==> config.mk <==
export PLATFORM = sky130hd
export DESIGN_NAME = uart_rx
export DESIGN_NICKNAME = d
export VERILOG_FILES = /design/src/rtl/vs_uart_pkg.sv /design/src/rtl/sync_2ff.sv /design/src/rtl/uart_rx.sv
export SDC_FILE = /design/constraint.sdc
export NUM_CORES = 1
export LEC_CHECK = 0
export BUFFER_PORTS_ARGS = -buffer_cell sky130_fd_sc_hd__buf_2
export CORE_MARGIN = 3
export CORE_UTILIZATION = 57
export DETAILED_ROUTE_END_ITERATION = 6
export GPL_TIMING_DRIVEN = 0
export PLACE_DENSITY_LB_ADDON = 0.25
export SYNTH_ARGS = -nofsm -noshare
export SYNTH_HDL_FRONTEND = slang
export SYNTH_HIERARCHICAL = 1
export SYNTH_SLANG_ARGS = --single-unit
==> constraint.sdc <==
create_clock -name clk -period 2.5 [get_ports clk]
set_input_delay 0.25 -clock clk [delete_from_list [all_inputs] [get_ports clk]]
set_output_delay 0.25 -clock clk [all_outputs]
set_load 0.05 [all_outputs]
==> src/rtl/vs_uart_pkg.sv <==
// Shared UART definitions: receiver state encoding, frame geometry and parity helper.
// Intended for reuse by uart_rx and a future uart_tx.
package vs_uart_pkg;

    localparam int UART_DATA_BITS    = 8;
    localparam int UART_CLKS_PER_BIT = 434;

    typedef enum logic [2:0] {
        IDLE   = 3'd0,
        START  = 3'd1,
        DATA   = 3'd2,
        PARITY = 3'd3,
        STOP   = 3'd4,
        BREAK  = 3'd5
    } rx_state_t;

    // Parity bit that makes the total count of ones (data + parity) even.
    function automatic logic even_parity(input logic [UART_DATA_BITS-1:0] data);
        return ^data;
    endfunction

endpackage

==> src/rtl/sync_2ff.sv <==
// Two-flop synchroniser for a single asynchronous input, with a configurable reset level.
module sync_2ff #(
    parameter logic RESET_VAL = 1'b1
) (
    input  logic clk,
    input  logic rst,
    input  logic d,
    output logic q
);

    logic meta_r;

    // Metastability filter: d -> meta_r -> q.
    always_ff @(posedge clk) begin
        if (rst) begin
            meta_r <= RESET_VAL;
            q      <= RESET_VAL;
        end else begin
            meta_r <= d;
            q      <= meta_r;
        end
    end

endmodule

==> src/rtl/uart_rx.sv <==
// 8N1 serial receiver (8O1/8E1 when UART_RX_PARITY_EN is defined); emits good bytes with a
// one-cycle rxfinish strobe and flags framing/parity errors without ever emitting a bad byte.
module uart_rx
    import vs_uart_pkg::*;
#(
    parameter int CLKS_PER_BIT = UART_CLKS_PER_BIT,
    parameter int PARITY_ODD   = 0
) (
    input  logic       clk,
    input  logic       rst,
    input  logic       rx,
    output logic [7:0] rxdata,
    output logic       rxfinish,
    output logic       frame_err,
    output logic       parity_err,
    output logic       busy
);

    localparam int TW   = $clog2(CLKS_PER_BIT);
    localparam int HALF = CLKS_PER_BIT / 32'sd2;
    localparam logic [TW-1:0] T_ZERO  = TW'(32'sd0);
    localparam logic [TW-1:0] T_ONE   = TW'(32'sd1);
    localparam logic [TW-1:0] HALF_TC = TW'(HALF - 32'sd1);
    localparam logic [TW-1:0] BIT_TC  = TW'(CLKS_PER_BIT - 32'sd1);

    logic                      rx_s;
    logic                      tc_s;
    logic                      load_s;
    logic                      ferr_s;
    rx_state_t                 state_r, state_nxt_s;
    logic [TW-1:0]             timer_r, timer_nxt_s;
    logic [2:0]                bit_idx_r, bit_idx_nxt_s;
    logic [UART_DATA_BITS-1:0] shreg_r, shreg_nxt_s;

`ifdef UART_RX_PARITY_EN
    logic par_bad_r, par_bad_nxt_s;
    logic perr_s;
    logic parity_err_r;
    assign parity_err = parity_err_r;
`else
    // No parity bit on the line; the parity sense has no effect in this build.
    assign parity_err = 1'b0 & PARITY_ODD[0];
`endif

    sync_2ff #(.RESET_VAL(1'b1)) u_sync (
        .clk (clk),
        .rst (rst),
        .d   (rx),
        .q   (rx_s)
    );

    assign tc_s = (timer_r == BIT_TC);

    // Next-state, bit timer, shifter and completion decisions.
    always_comb begin
        state_nxt_s   = state_r;
        timer_nxt_s   = timer_r + T_ONE;
        bit_idx_nxt_s = bit_idx_r;
        shreg_nxt_s   = shreg_r;
        load_s        = 1'b0;
        ferr_s        = 1'b0;
`ifdef UART_RX_PARITY_EN
        par_bad_nxt_s = par_bad_r;
        perr_s        = 1'b0;
`endif
        case (state_r)
            IDLE: begin
                timer_nxt_s = T_ZERO;
                if (!rx_s) begin
                    state_nxt_s = START;
                end else begin
                    state_nxt_s = IDLE;
                end
            end
            START: begin
                // Re-check the line mid start bit to reject glitches.
                if (timer_r == HALF_TC) begin
                    timer_nxt_s = T_ZERO;
                    if (rx_s) begin
                        state_nxt_s = IDLE;
                    end else begin
                        state_nxt_s   = DATA;
                        bit_idx_nxt_s = 3'd0;
                    end
                end else begin
                    state_nxt_s = START;
                end
            end
            DATA: begin
                if (tc_s) begin
                    timer_nxt_s = T_ZERO;
                    shreg_nxt_s = {rx_s, shreg_r[UART_DATA_BITS-1:1]};
                    if (bit_idx_r == 3'd7) begin
`ifdef UART_RX_PARITY_EN
                        state_nxt_s = PARITY;
`else
                        state_nxt_s = STOP;
`endif
                    end else begin
                        bit_idx_nxt_s = bit_idx_r + 3'd1;
                    end
                end else begin
                    state_nxt_s = DATA;
                end
            end
            PARITY: begin
`ifdef UART_RX_PARITY_EN
                if (tc_s) begin
                    timer_nxt_s   = T_ZERO;
                    par_bad_nxt_s = (rx_s != (even_parity(shreg_r) ^ PARITY_ODD[0]));
                    state_nxt_s   = STOP;
                end else begin
                    state_nxt_s = PARITY;
                end
`else
                timer_nxt_s = T_ZERO;
                state_nxt_s = IDLE;
`endif
            end
            STOP: begin
                if (tc_s) begin
                    timer_nxt_s = T_ZERO;
`ifdef UART_RX_PARITY_EN
                    par_bad_nxt_s = 1'b0;
`endif
                    if (rx_s) begin
                        state_nxt_s = IDLE;
`ifdef UART_RX_PARITY_EN
                        if (par_bad_r) begin
                            perr_s = 1'b1;
                        end else begin
                            load_s = 1'b1;
                        end
`else
                        load_s = 1'b1;
`endif
                    end else begin
                        ferr_s      = 1'b1;
                        state_nxt_s = BREAK;
                    end
                end else begin
                    state_nxt_s = STOP;
                end
            end
            BREAK: begin
                timer_nxt_s = T_ZERO;
                if (rx_s) begin
                    state_nxt_s = IDLE;
                end else begin
                    state_nxt_s = BREAK;
                end
            end
            default: begin
                timer_nxt_s = T_ZERO;
                state_nxt_s = IDLE;
            end
        endcase
    end

    // State, datapath and registered strobe outputs.
    always_ff @(posedge clk) begin
        if (rst) begin
            state_r   <= IDLE;
            timer_r   <= T_ZERO;
            bit_idx_r <= 3'd0;
            shreg_r   <= 8'h00;
            rxdata    <= 8'h00;
            rxfinish  <= 1'b0;
            frame_err <= 1'b0;
            busy      <= 1'b0;
        end else begin
            state_r   <= state_nxt_s;
            timer_r   <= timer_nxt_s;
            bit_idx_r <= bit_idx_nxt_s;
            shreg_r   <= shreg_nxt_s;
            if (load_s) begin
                rxdata <= shreg_r;
            end else begin
                rxdata <= rxdata;
            end
            rxfinish  <= load_s;
            frame_err <= ferr_s;
            busy      <= (state_nxt_s != IDLE);
        end
    end

`ifdef UART_RX_PARITY_EN
    // Latched parity verdict and its error strobe.
    always_ff @(posedge clk) begin
        if (rst) begin
            par_bad_r    <= 1'b0;
            parity_err_r <= 1'b0;
        end else begin
            par_bad_r    <= par_bad_nxt_s;
            parity_err_r <= perr_s;
        end
    end
`endif

endmodule
# Yosys cells after proc, flatten, opt, wreduce, memory -nomap -nowiden
# Cells that the tools add are included.
[totals] in_bits=3 out_inout_bits=12 word_cells=52 regBits=36
[classes] n_reduce_logical=7 n_bitwise=2 n_addsub=2 n_mux=20 n_eq_ne=11
[op_table] cell="2-to-1 mux 3 bit" n=9
[op_table] cell="2-to-1 mux 9 bit" n=2
[op_table] cell="case mux 9 bit (2 select lines)" n=1
[op_table] cell="case mux 3 bit (5 select lines)" n=1
[op_table] cell="adder 9 x 1 -> 9 bit (second input constant)" n=1
[op_table] cell="equality test 3 bit (second input constant)" n=3
[op_table] cell="equality test 9 x 8 -> 1 bit (second input constant)" n=1
[op_table] cell="equality test 9 bit (second input constant)" n=1
[op_table] cell="inequality test 2 bit (second input constant)" n=4
[op_table] cell="case mux 3 bit (2 select lines)" n=1
[op_table] cell="2-to-1 mux 1 bit" n=5
[op_table] cell="AND reduction 5 bit" n=1
[op_table] cell="adder 3 x 1 -> 3 bit (second input constant)" n=1
[op_table] cell="equality test 3 x 1 -> 1 bit (second input constant)" n=1
[op_table] cell="equality test 3 x 2 -> 1 bit (second input constant)" n=1
[op_table] cell="logical NOT 3 bit" n=1
[op_table] cell="nonzero test 3 bit" n=1
[op_table] cell="OR reduction 3 bit" n=1
[op_table] cell="2-to-1 mux 2 bit" n=1
[op_table] cell="inverter 1 bit" n=2
[op_table] cell="AND reduction 2 bit" n=1
[op_table] cell="nonzero test 2 bit" n=1
[op_table] cell="OR reduction 2 bit" n=1

# Logic depth before layout (Yosys ltp)
[depth] word_depth=5 depth_mapped=7 ltp_nobuf=6

# Modules after synthesis
# Netlist, hierarchy kept.
[modules_own_cells] module="uart_rx" area_per_inst_um2=1534.0 seq_area_each_um2=680.7 instances=1 cells_per_inst=170
[modules_own_cells] module="sync_2ff" area_per_inst_um2=52.6 seq_area_each_um2=40.0 instances=1 cells_per_inst=4

# Worst setup path before layout
# OpenSTA, ideal clock, no wires.
[synth_path] path_type="register to register" startpoint="reg timer_r[0]" endpoint="reg bit_idx_r[1]" required_ns=2.431 n_path_buf=0 slack_ns=0.754 path_stages_with_launch=7 arrival_ns=1.677 setup_time_ns=0.069 cell_sequence="dfxtp_1 inv_1 ha_1 or4b_4 o21a_4 or3_4 o21ai_1"
[synth_between] elab_chain_len=3 word_cells_on_any_way=5
[synth_lines] element="start, declared" line_no="uart_rx.sv:31" rtl="logic [TW-1:0] timer_r, timer_nxt_s;"
[synth_lines] element="start signal, assigned" line_no="uart_rx.sv:173" rtl="timer_r <= timer_nxt_s;"
[synth_lines] element="equality test 9 x 8 -> 1 bit or equality test 9 bit (tied branches)" line_no="uart_rx.sv:77, uart_rx.sv:52"
[synth_lines] element="inequality test 2 bit (no source line)"
[synth_lines] element="AND reduction 5 bit (no source line) (*)"
[synth_lines] element="end signal, assigned" line_no="uart_rx.sv:174" rtl="bit_idx_r <= bit_idx_nxt_s;"
[synth_lines] element="end, declared" line_no="uart_rx.sv:32" rtl="logic [2:0] bit_idx_r, bit_idx_nxt_s;"
# Every way passes the cells marked *; elsewhere a longest branch is shown, timed or not.
# A chain may end at the register's enable or synchronous reset.

# Worst setup path in the final report
[layout_path] startpoint="reg timer_r[0]" endpoint="reg bit_idx_r[2]"
# The elaborated chain is that of the path after synthesis.

==> impl_metrics.toml <==
[final_layout]
final_cells = 224
n_antenna_cell = 0
area_growth_syn_to_layout_pct = 10.6
nets = 202
drive_gt1_share_pct = 16.0
final_area_mm2 = 0.00175

[worst_setup_path]
critPathBufInv = 1
startpoint_type = "register"
crit_arrival_ps = 2180
path_cells = "inv_1, ha_1, or4b_4, o21a_4, or3_4, o21ai_1"
critPathRequiredTime_ps = 2770
cpPeakStageDelay_ps = 470
crit_slowest_cell = "or4b_4"
criticalPathCategory = "reg2reg"
worstPathMaxFanout = 6
worstSetupEndpointType = "register"
critPathTopFamily = "simple AND/OR/NAND/NOR gates"

[routing]
drt.antenna.violating_nets = 0
dr.first_iter.drc_count = 38
dr.pass1.iters = 4
routed_wl_mm = 3.10
drc = 0
vias_per_cell = 5.77
wl_per_cell_um = 13.8
vias = 1293

[synthesis]
syn-cell-area_mm2 = 0.00159
netlist_top_cells_count = "dfxtp_1 (36), nor2_1 (16), nand3_1 (15)"
yosys-top-cells-area = "dfxtp_1 (45%), mux2i_1 (5.7%), nand3_1 (4.7%), ha_1 (3.9%), nor3_1 (3.8%)"
seq_area_frac_synth_pct = 45.4
async_reset_ff_share_pct = 0
synthCells = 174
yosysTopAreaCellShare_pct = 45.4
yosysMostFrequentCell = "dfxtp_1"
synth_edf_count = 0
ys_ff_latch = 36
synth_warnings = 6
synth_cell_types = 40
syn-num-nets = 182
yosys.area.top_type = "dfxtp_1"
syn_avg_cell_area_um2 = 9.12
synthFlopType = "dfxtp_1"

[flow_run]
cap_violations = 0

[power]
p_int_mw = 0.748
comb_power_share_pct = 4.2
ir_drop_uv = 459
switching_power_mw = 0.201
seqPwrFrac_pct = 61.0
leakage_nw = 0.721
p_per_area_mw_per_mm2 = 541
netSwitchingFraction_pct = 21.2
clockPowerShare_pct = 34.8
total_power_mw = 0.949

[outcome]
outcome = "complete, no violations"

[timing]
slew_headroom_pct = 66.3
finalCritPeriodShare_pct = 76.6
worst_pin_slew_ps = 504
finalClockSkew_ps = 3.47
slew_violations = 0
setup_viol = 0
period_needed_ps = 1920
hold_viol = 0
rsz0062_at_grt = "no"
fin_setup_tns_ps = 0
timing.fmax_mhz = 522

[placement]
place_congestion = 0.876
port_buffers = 13
dpl_cell_area_mm2 = 0.00169
place_inst = 217
place_hpwl_mm = 2.28

[clock_tree]
cts_max_level = 2
cts-root-buf = "clkbuf_4"
cts-buffers-inserted = 5
postCtsSetupBuffers = 0
clk_pin_slew_ps = 90
cts_resized = 0
clockBufferDepth = 2
cts_hold_buf = 0
cts_tree = "yes"
cts_sinks = 36
insertion_delay_ps = 330

[global_route]
track_usage_pct = 20.3
grt_max_degree = 11
overflow = 0
antenna_found_initial = 0
grt_pass1_vias = 1266
grt_pass1_wl_mm = 5.29

[die]
core-area_mm2 = 0.00257
die_h_um = 58.8
num_io_pins = 15
die_x_um = 58.8
rows = 18
start_util_pct = 61.8
dieArea_mm2 = 0.00345

[worst_hold_path]
holdCritPathClass = "in2reg"
## registers in the layout (all words and copies together), names as in the netlist
name,cells
bit_idx_r,3
rxfinish,1
state_r,3
shreg_r,8
rxdata,8
u_sync/meta_r,1
timer_r,9
frame_err,1
busy,1
u_sync/q,1
## cells in the final DEF (no fill, tap or decap), drive strengths merged, types with 2 or more instances in the layout
| cell | instances |
|---|---|
| a21oi | 11 |
| and4b | 2 |
| buf | 16 |
| clkbuf | 13 |
| dfxtp | 36 |
| ha | 5 |
| inv | 5 |
| mux2i | 9 |
| nand2 | 13 |
| nand3 | 15 |
| nor2 | 16 |
| nor3 | 12 |
| nor3b | 4 |
| nor4bb | 2 |
| o21ai | 4 |
| o311ai | 3 |
| or2 | 3 |
| or3 | 2 |
| xnor2 | 6 |
| xor2 | 3 |
## power by group through the flow
stage / registers (mW) / logic, mW / clock network (mW)
final: 0.579 / 0.0401 / 0.330
after global routing: 0.580 / 0.0440 / 0.361
after CTS: 0.579 / 0.0403 / 0.341
after detailed placement: 0.593 / 0.0403 / 0
after global placement: 0.592 / 0.0389 / 0
after floorplan: 0.595 / 0.0276 / 0
## per-stage QoR
step	hold slack, ps	setup slack, ps	utilization [%]
final	87.2	584	68.3
after global placement	393	669	65.8
after CTS	80.7	579	68.3
after floorplan	347	754	-
after detailed placement	394	591	65.8
after global routing	95.6	525	68.3
## metal layers
layer	part of all wire, %	global-route usage, %	up-vias
met5	0	0	-
met4	1.9	11.3	0
met3	4.9	4.82	8
met2	50	35.3	27
met1	43	22.3	609
li1	-	-	649
## layout make-up
class / count / area (um^2)
plain buffers: 9 / 40.0
clock buffers: 7 / 65.1
fillers: 221 / 813
inverters: 5 / 18.8
multi-input cells: 124 / 807
flip-flops and latches: 36 / 721
well taps: 30 / 37.5
repair buffers: 13 / 65.1
## worst reg2reg max path, delay by kind of cell (launching register included)
family,cells,cell delay (ps)
DFF,1,360
AOI/OAI and AO/OA,2,400
buffers and inverters,1,70
and+or+nand+nor,2,870
adders and majority gates,1,130
## logic make-up (layout without fill, tap and decap cells)
logic type	Yosys count	in the layout	synth area share, %
compound gates	24	24	10.2
mux	9	9	5.68
flops	36	36	45.4
xor+xnor	9	9	4.97
buf+inv	14	34	3.71
other cells	1	1	0.236
simple gates	76	76	25.9
fa+ha+maj	5	5	3.94
## worst paths after layout
| check | from | endpoint | slack, ps | depth (start not counted) |
|---|---|---|---|---|
| max | timer_r[0]$_SDFF_PP0_ | bit_idx_r[2]$_SDFFE_PP0P_ | 580 | 6 |
| min | rx | u_sync/meta_r$_SDFF_PP1_ | 90 | 2 |
| max reg2reg | timer_r[0]$_SDFF_PP0_ | bit_idx_r[2]$_SDFFE_PP0P_ | 580 | 6 |
| min reg2reg | u_sync/meta_r$_SDFF_PP1_ | u_sync/q$_SDFF_PP1_ | 410 | 1 |
No activity file was read; power rests on OpenSTA's default activity.
